**src/rtl/exe_stage.sv**
```systemverilog
// -----------------------------------------------------------------------------
// exe_stage -- execute stage of the 8-bit teaching pipeline.
//
// Latches one decoded bundle from decode (one-hot op, ry, rx, imm, dest),
// performs the ALU operation and hands the result to writeback.
// ADD/SUB/ADDI/illegal ops finish in one cycle. MUL is an iterative
// shift-add that takes DATA_W cycles and back-pressures decode while busy.
//
// Handshake (both sides): a bundle moves across a stage boundary on a rising
// clk edge exactly when the producer's valid and the consumer's allowin are
// both high at that edge. The producer keeps its bundle stable while valid is
// high and allowin is low. Allowin never depends on the producer's valid.
//
// Ports:
//   clk             pipeline clock, rising edge
//   reset           asynchronous, active-high reset
//   ds_to_es_valid  decode bundle valid
//   ds_to_es_bus    [4+3W-1 -: 4] one-hot op, then ry, rx, imm (W bits each)
//   ds_to_es_dest   destination register index, sideband to the bus
//   es_allowin      stage can accept a bundle this cycle
//   es_to_ws_valid  result bundle valid
//   es_to_ws_bus    [W+4] we, [W+3] zero, [W+2] carry, [W+1:W] dest, [W-1:0] result
//   ws_allowin      writeback can accept this cycle
// -----------------------------------------------------------------------------
module exe_stage #(
  parameter int DATA_W = 8
) (
  input  logic                  clk,
  input  logic                  reset,
  input  logic                  ds_to_es_valid,
  input  logic [4+3*DATA_W-1:0] ds_to_es_bus,
  input  logic [1:0]            ds_to_es_dest,
  output logic                  es_allowin,
  output logic                  es_to_ws_valid,
  output logic [DATA_W+4:0]     es_to_ws_bus,
  input  logic                  ws_allowin
);

  localparam int CNT_W = $clog2(DATA_W + 1);
  localparam logic [CNT_W-1:0] MUL_ITERS = CNT_W'(DATA_W);
  localparam logic [CNT_W-1:0] CNT_ONE   = CNT_W'(1);

  localparam logic [3:0] OP_ADD  = 4'b1000;
  localparam logic [3:0] OP_SUB  = 4'b0100;
  localparam logic [3:0] OP_ADDI = 4'b0010;
  localparam logic [3:0] OP_MUL  = 4'b0001;

  // Multiplier sequencer state; kept as a named signal so checkers can bind.
  typedef enum logic {
    MUL_IDLE = 1'b0,
    MUL_BUSY = 1'b1
  } mul_state_t;

  mul_state_t          mul_state;
  logic                es_valid;
  logic [3:0]          op_r;
  logic [DATA_W-1:0]   ry_r;
  logic [DATA_W-1:0]   rx_r;
  logic [DATA_W-1:0]   imm_r;
  logic [1:0]          dest_r;
  logic [CNT_W-1:0]    mul_cnt;
  logic [2*DATA_W-1:0] mcand;
  logic [DATA_W-1:0]   mplier;
  logic [2*DATA_W-1:0] acc;

  logic [3:0]          in_op;
  logic [DATA_W-1:0]   in_ry;
  logic [DATA_W-1:0]   in_rx;
  logic [DATA_W-1:0]   in_imm;

  logic                es_ready_go;
  logic                accept;
  logic                drain;

  assign in_op  = ds_to_es_bus[4+3*DATA_W-1 -: 4];
  assign in_ry  = ds_to_es_bus[3*DATA_W-1 -: DATA_W];
  assign in_rx  = ds_to_es_bus[2*DATA_W-1 -: DATA_W];
  assign in_imm = ds_to_es_bus[DATA_W-1:0];

  assign es_ready_go    = (mul_cnt == '0);
  assign es_allowin     = !es_valid || (es_ready_go && ws_allowin);
  assign es_to_ws_valid = es_valid && es_ready_go;
  assign accept         = ds_to_es_valid && es_allowin;
  assign drain          = es_to_ws_valid && ws_allowin;

  always_ff @(posedge clk or posedge reset) begin
    if (reset) begin
      es_valid  <= 1'b0;
      op_r      <= '0;
      ry_r      <= '0;
      rx_r      <= '0;
      imm_r     <= '0;
      dest_r    <= '0;
      mul_cnt   <= '0;
      mcand     <= '0;
      mplier    <= '0;
      acc       <= '0;
      mul_state <= MUL_IDLE;
    end else begin
      if (accept) begin
        es_valid <= 1'b1;
        op_r     <= in_op;
        ry_r     <= in_ry;
        rx_r     <= in_rx;
        imm_r    <= in_imm;
        dest_r   <= ds_to_es_dest;
        if (in_op == OP_MUL) begin
          mul_cnt   <= MUL_ITERS;
          acc       <= '0;
          mcand     <= {{DATA_W{1'b0}}, in_rx};
          mplier    <= in_ry;
          mul_state <= MUL_BUSY;
        end
      end else if (drain) begin
        es_valid <= 1'b0;
      end

      // Accept cannot coincide with BUSY: es_valid is set and ready_go is low.
      if (mul_state == MUL_BUSY) begin
        if (mplier[0]) begin
          acc <= acc + mcand;
        end
        mcand   <= mcand << 1;
        mplier  <= mplier >> 1;
        mul_cnt <= mul_cnt - CNT_ONE;
        if (mul_cnt == CNT_ONE) begin
          mul_state <= MUL_IDLE;
        end
      end
    end
  end

  logic [DATA_W:0]   sum;
  logic [DATA_W-1:0] result;
  logic              carry;
  logic              zero;
  logic              we;

  always_comb begin
    sum    = '0;
    result = '0;
    carry  = 1'b0;
    we     = 1'b1;
    case (op_r)
      OP_ADD: begin
        sum    = {1'b0, rx_r} + {1'b0, ry_r};
        result = sum[DATA_W-1:0];
        carry  = sum[DATA_W];
      end
      OP_SUB: begin
        result = rx_r - ry_r;
        carry  = (rx_r < ry_r);
      end
      OP_ADDI: begin
        sum    = {1'b0, rx_r} + {1'b0, imm_r};
        result = sum[DATA_W-1:0];
        carry  = sum[DATA_W];
      end
      OP_MUL: begin
        result = acc[DATA_W-1:0];
        carry  = |acc[2*DATA_W-1:DATA_W];
      end
      // Zero or multi-hot op: flows through as a non-writing bubble.
      default: begin
        we = 1'b0;
      end
    endcase
    zero = (result == '0);
  end

  // Bus reads as zero whenever nothing is being offered to writeback.
  assign es_to_ws_bus = es_to_ws_valid ? {we, zero, carry, dest_r, result} : '0;

endmodule

```
**config.mk**
```make
export PLATFORM = sky130hd
export DESIGN_NAME = exe_stage
export DESIGN_NICKNAME = d
export VERILOG_FILES = /design/src/rtl/exe_stage.sv
export SDC_FILE = /design/constraint.sdc
export NUM_CORES = 1
export LEC_CHECK = 0
export ABC_AREA = 1
export CAP_MARGIN = 0
export CORE_MARGIN = 3
export CORE_UTILIZATION = 55
export CTS_CLUSTER_SIZE = 25
export DETAILED_ROUTE_END_ITERATION = 6
export PLACE_DENSITY = 0.77
export SLEW_MARGIN = 0
export SYNTH_ARGS = -nofsm -noshare
export SYNTH_HDL_FRONTEND = slang
export SYNTH_SLANG_ARGS = --single-unit
```
**constraint.sdc**
```tcl
create_clock -name clk -period 2.9 [get_ports clk]
set_input_delay 0.435 -clock clk [delete_from_list [all_inputs] [get_ports clk]]
set_output_delay 0.435 -clock clk [all_outputs]
set_load 0.03 [all_outputs]
```
==> results.sh <==
export IMPL_finalHoldViolations=0
export IMPL_tightest_slew_ns=0.884
export IMPL_antenna_cells=0
export IMPL_chipHeight_um=105
export IMPL_p_sw_mw=4.01
export IMPL_rsz0062_at_grt="yes"
export IMPL_dp_final_hpwl_mm=11.2
export IMPL_fin_cells=957
export IMPL_intPower_mw=3.90
export IMPL_io_buffers=48
export IMPL_crit_fanout=4
export IMPL_grt_overflow=0
export IMPL_drive_above_1_share_pct=9.06
export IMPL_viasPerCell=5.55
export IMPL_yosysUniqueCellTypes=37
export IMPL_synthToLayoutAreaGrowth_pct=17.9
export IMPL_fin_skew_ns=0.00921
export IMPL_cts_sinks=76
export IMPL_fmax_mhz=337
export IMPL_first_iter_violations=375
export IMPL_post_route_min_period_ns=2.97
export IMPL_rows=35
export IMPL_grt_pass1_wl_mm=24.5
export IMPL_total_power_mw=7.92
export IMPL_final_common_cell="nand2_1"
export IMPL_cts_root_buf="clkbuf_8"
export IMPL_htree_levels=3
export IMPL_clk_pin_slew_ns=0.08
export IMPL_cp_start_kind="register"
export IMPL_crit_type="register to output pin"
export IMPL_die_area_sq_um=11000
export IMPL_period_share_pct=102
export IMPL_dp_cells=937
export IMPL_place_congestion=0.931
export IMPL_timing_rr_start="mul_cnt[0]"
export IMPL_final_cell_mix="nand2_1 (222), inv_1 (90), dfrtp_1 (74)"
export IMPL_required_ns=2.47
export IMPL_wl_per_cell_um=15.4
export IMPL_comb_power_share_pct=62.7
export IMPL_holdBufCountCts=0
export IMPL_drc=0
export IMPL_maxCapViolCount=0
export IMPL_detailedPlace_worstSlack_ns=0.0315
export IMPL_hold_class="input port to asynchronous set/reset pin"
export IMPL_reg2reg_depth=10
export IMPL_drt_pass1_iterations=5
export IMPL_grt_pass1_vias=5122
export IMPL_ys_flop_type="dfrtp_1"
export IMPL_finalWorstSetupSlack_ns=-0.0689
export IMPL_power_density_nw_per_um2=1250
export IMPL_async_flop_share_pct=100
export IMPL_floorplan_initialDensity_pct=57.3
export IMPL_syn_inst=767
export IMPL_drv_slew=0
export IMPL_violations="negative setup slack"
export IMPL_sw_frac_of_total_pct=50.7
export IMPL_ys_ff_latch=76
export IMPL_track_usage_pct=27.3
export IMPL_leakagePower_nw=3.27
export IMPL_cts_tree="done"
export IMPL_irDropWorstVdd_v=0.000601
export IMPL_r2r_end="mul_cnt[2]"
export IMPL_yosysWarnings=0
export IMPL_clockBufferDepth=2
export IMPL_arrival_ns=2.53
export IMPL_via_count=5308
export IMPL_worstSetupStartpoint="ry_r[0]"
export IMPL_fp_dieW_um=105
export IMPL_reg2reg_slack_ns=0.71
export IMPL_worst_skew_pair_late_latency_ns=0.35
export IMPL_slew_limit_headroom_pct=41.1
export IMPL_endpoint_kind="output pin"
export IMPL_final_nets=904
export IMPL_final_util_pct=67.6
export IMPL_clkPwrFrac_pct=11.3
export IMPL_synth_fp_nets=848
export IMPL_ant_nets=0
export IMPL_antenna_found_initial=0
export IMPL_avgSynthCellArea_sq_um=7.00
export IMPL_setup_viol=1
export IMPL_pwr_share_seq_pct=25.9
export IMPL_wirelength_mm=14.7
export IMPL_grt_max_degree=51
export IMPL_netlist_area_sq_um=5370
export IMPL_ys_seq_area_share_pct=35.4
export IMPL_status="finished with violations"
export IMPL_ios=49
export IMPL_cts_buffers=9
export IMPL_synth_edf_count=0
export IMPL_core_area_sq_um=9370
state kept, by name, indices dropped and copies added (netlist names):
register	count
es_valid	1
rx_r	8
acc	16
mul_state	1
mcand	16
ry_r	8
dest_r	2
mul_cnt	4
imm_r	8
mplier	8
op_r	4
power by group through the flow:
stage,Combinational (mW),Sequential [mW],Clock (mW)
3_3_place_gp,4.55,2.03,0
6_report,4.96,2.05,0.898
5_1_grt,5.64,2.12,0.948
2_1_floorplan,3.56,1.86,0
3_5_place_dp,4.66,2.04,0
4_1_cts,4.75,2.03,0.902
metrics by stage:
step / TNS (ns) / cell area (sq um) / hold WS [ns]
final: -0.0689 / 6330 / 0.440
after CTS: -0.0227 / 6270 / 0.453
after floorplan: 0 / 5370 / 0.453
after global routing: -0.242 / 6330 / 0.461
after global placement: 0 / 6030 / 0.469
after detailed placement: 0 / 6030 / 0.481
what timing repair did:
item,in CTS,in global routing
resized for setup,25,38
setup buffers,2,2
endpoints found under the setup margin,9,10
pin swaps,3,6
area by class of cell:
type	count	area, sq um
timing repair buffer	66	593
clock buffer	10	128
fill	867	3040
sequential	76	1900
tap	129	161
multi-input combinational	571	3090
clock inverter	6	87.6
inverter	99	372
critical path, cell delays in order, from the launching register on:
cell	delay, ns
dfrtp_1	0.43
ha_2	0.21
fa_2	0.36
inv_1	0.09
nand2_1	0.06
nand2_1	0.07
nor2_1	0.05
nor2_1	0.21
nand3_2	0.14
nor2_4	0.11
nand2_1	0.06
nor2_1	0.09
nand2_1	0.06
nor2_1	0.09
buf_4	0.16
cells by family (layout without fill, tap and decap cells):
kind of cell / after synthesis / count (layout) / share of synthesized area, %
buffers and inverters: 120 / 181 / 8.74
flip-flops: 76 / 76 / 35.4
AO/OA/AOI/OAI: 109 / 109 / 11.2
adder cells (fa/ha/maj): 47 / 47 / 11.5
XOR/XNOR: 4 / 4 / 0.652
AND/OR/NAND/NOR: 411 / 411 / 32.5
synthesized netlist by cell type, types with 11 or more instances:
cell type    n  area (sq um)
nand2_1    223           837
inv_1       96           360
dfrtp_1     76          1900
nor2_1      74           278
nand3_1     67           335
o21ai_0     45           225
ha_1        43           538
a21oi_1     36           180
nor3_1      19          95.1
o22ai_1     17           106
clkbuf_1    12          45.0
nand4_1     11          68.8
routing by layer:
metal  wire length (um)  global-route usage (%)  vias up
li1                   -                       -     2609
met1               6600                    37.1     2521
met2               7040                    45.5      151
met3                711                    3.15       27
met4                359                    9.00        0
met5                  0                       0        -
how the worst max path moves through the flow:
stage          slack (ns)  cells after the start          endpoint
2_1_floorplan        0.42                     13  es_to_ws_bus[11]
3_3_place_gp         0.08                      8   es_to_ws_bus[5]
3_5_place_dp         0.03                      9   es_to_ws_bus[5]
4_1_cts             -0.02                     15  es_to_ws_bus[11]
5_1_grt             -0.21                     14  es_to_ws_bus[11]
6_report            -0.07                     14  es_to_ws_bus[11]
No activity file was read; power rests on OpenSTA's default activity.
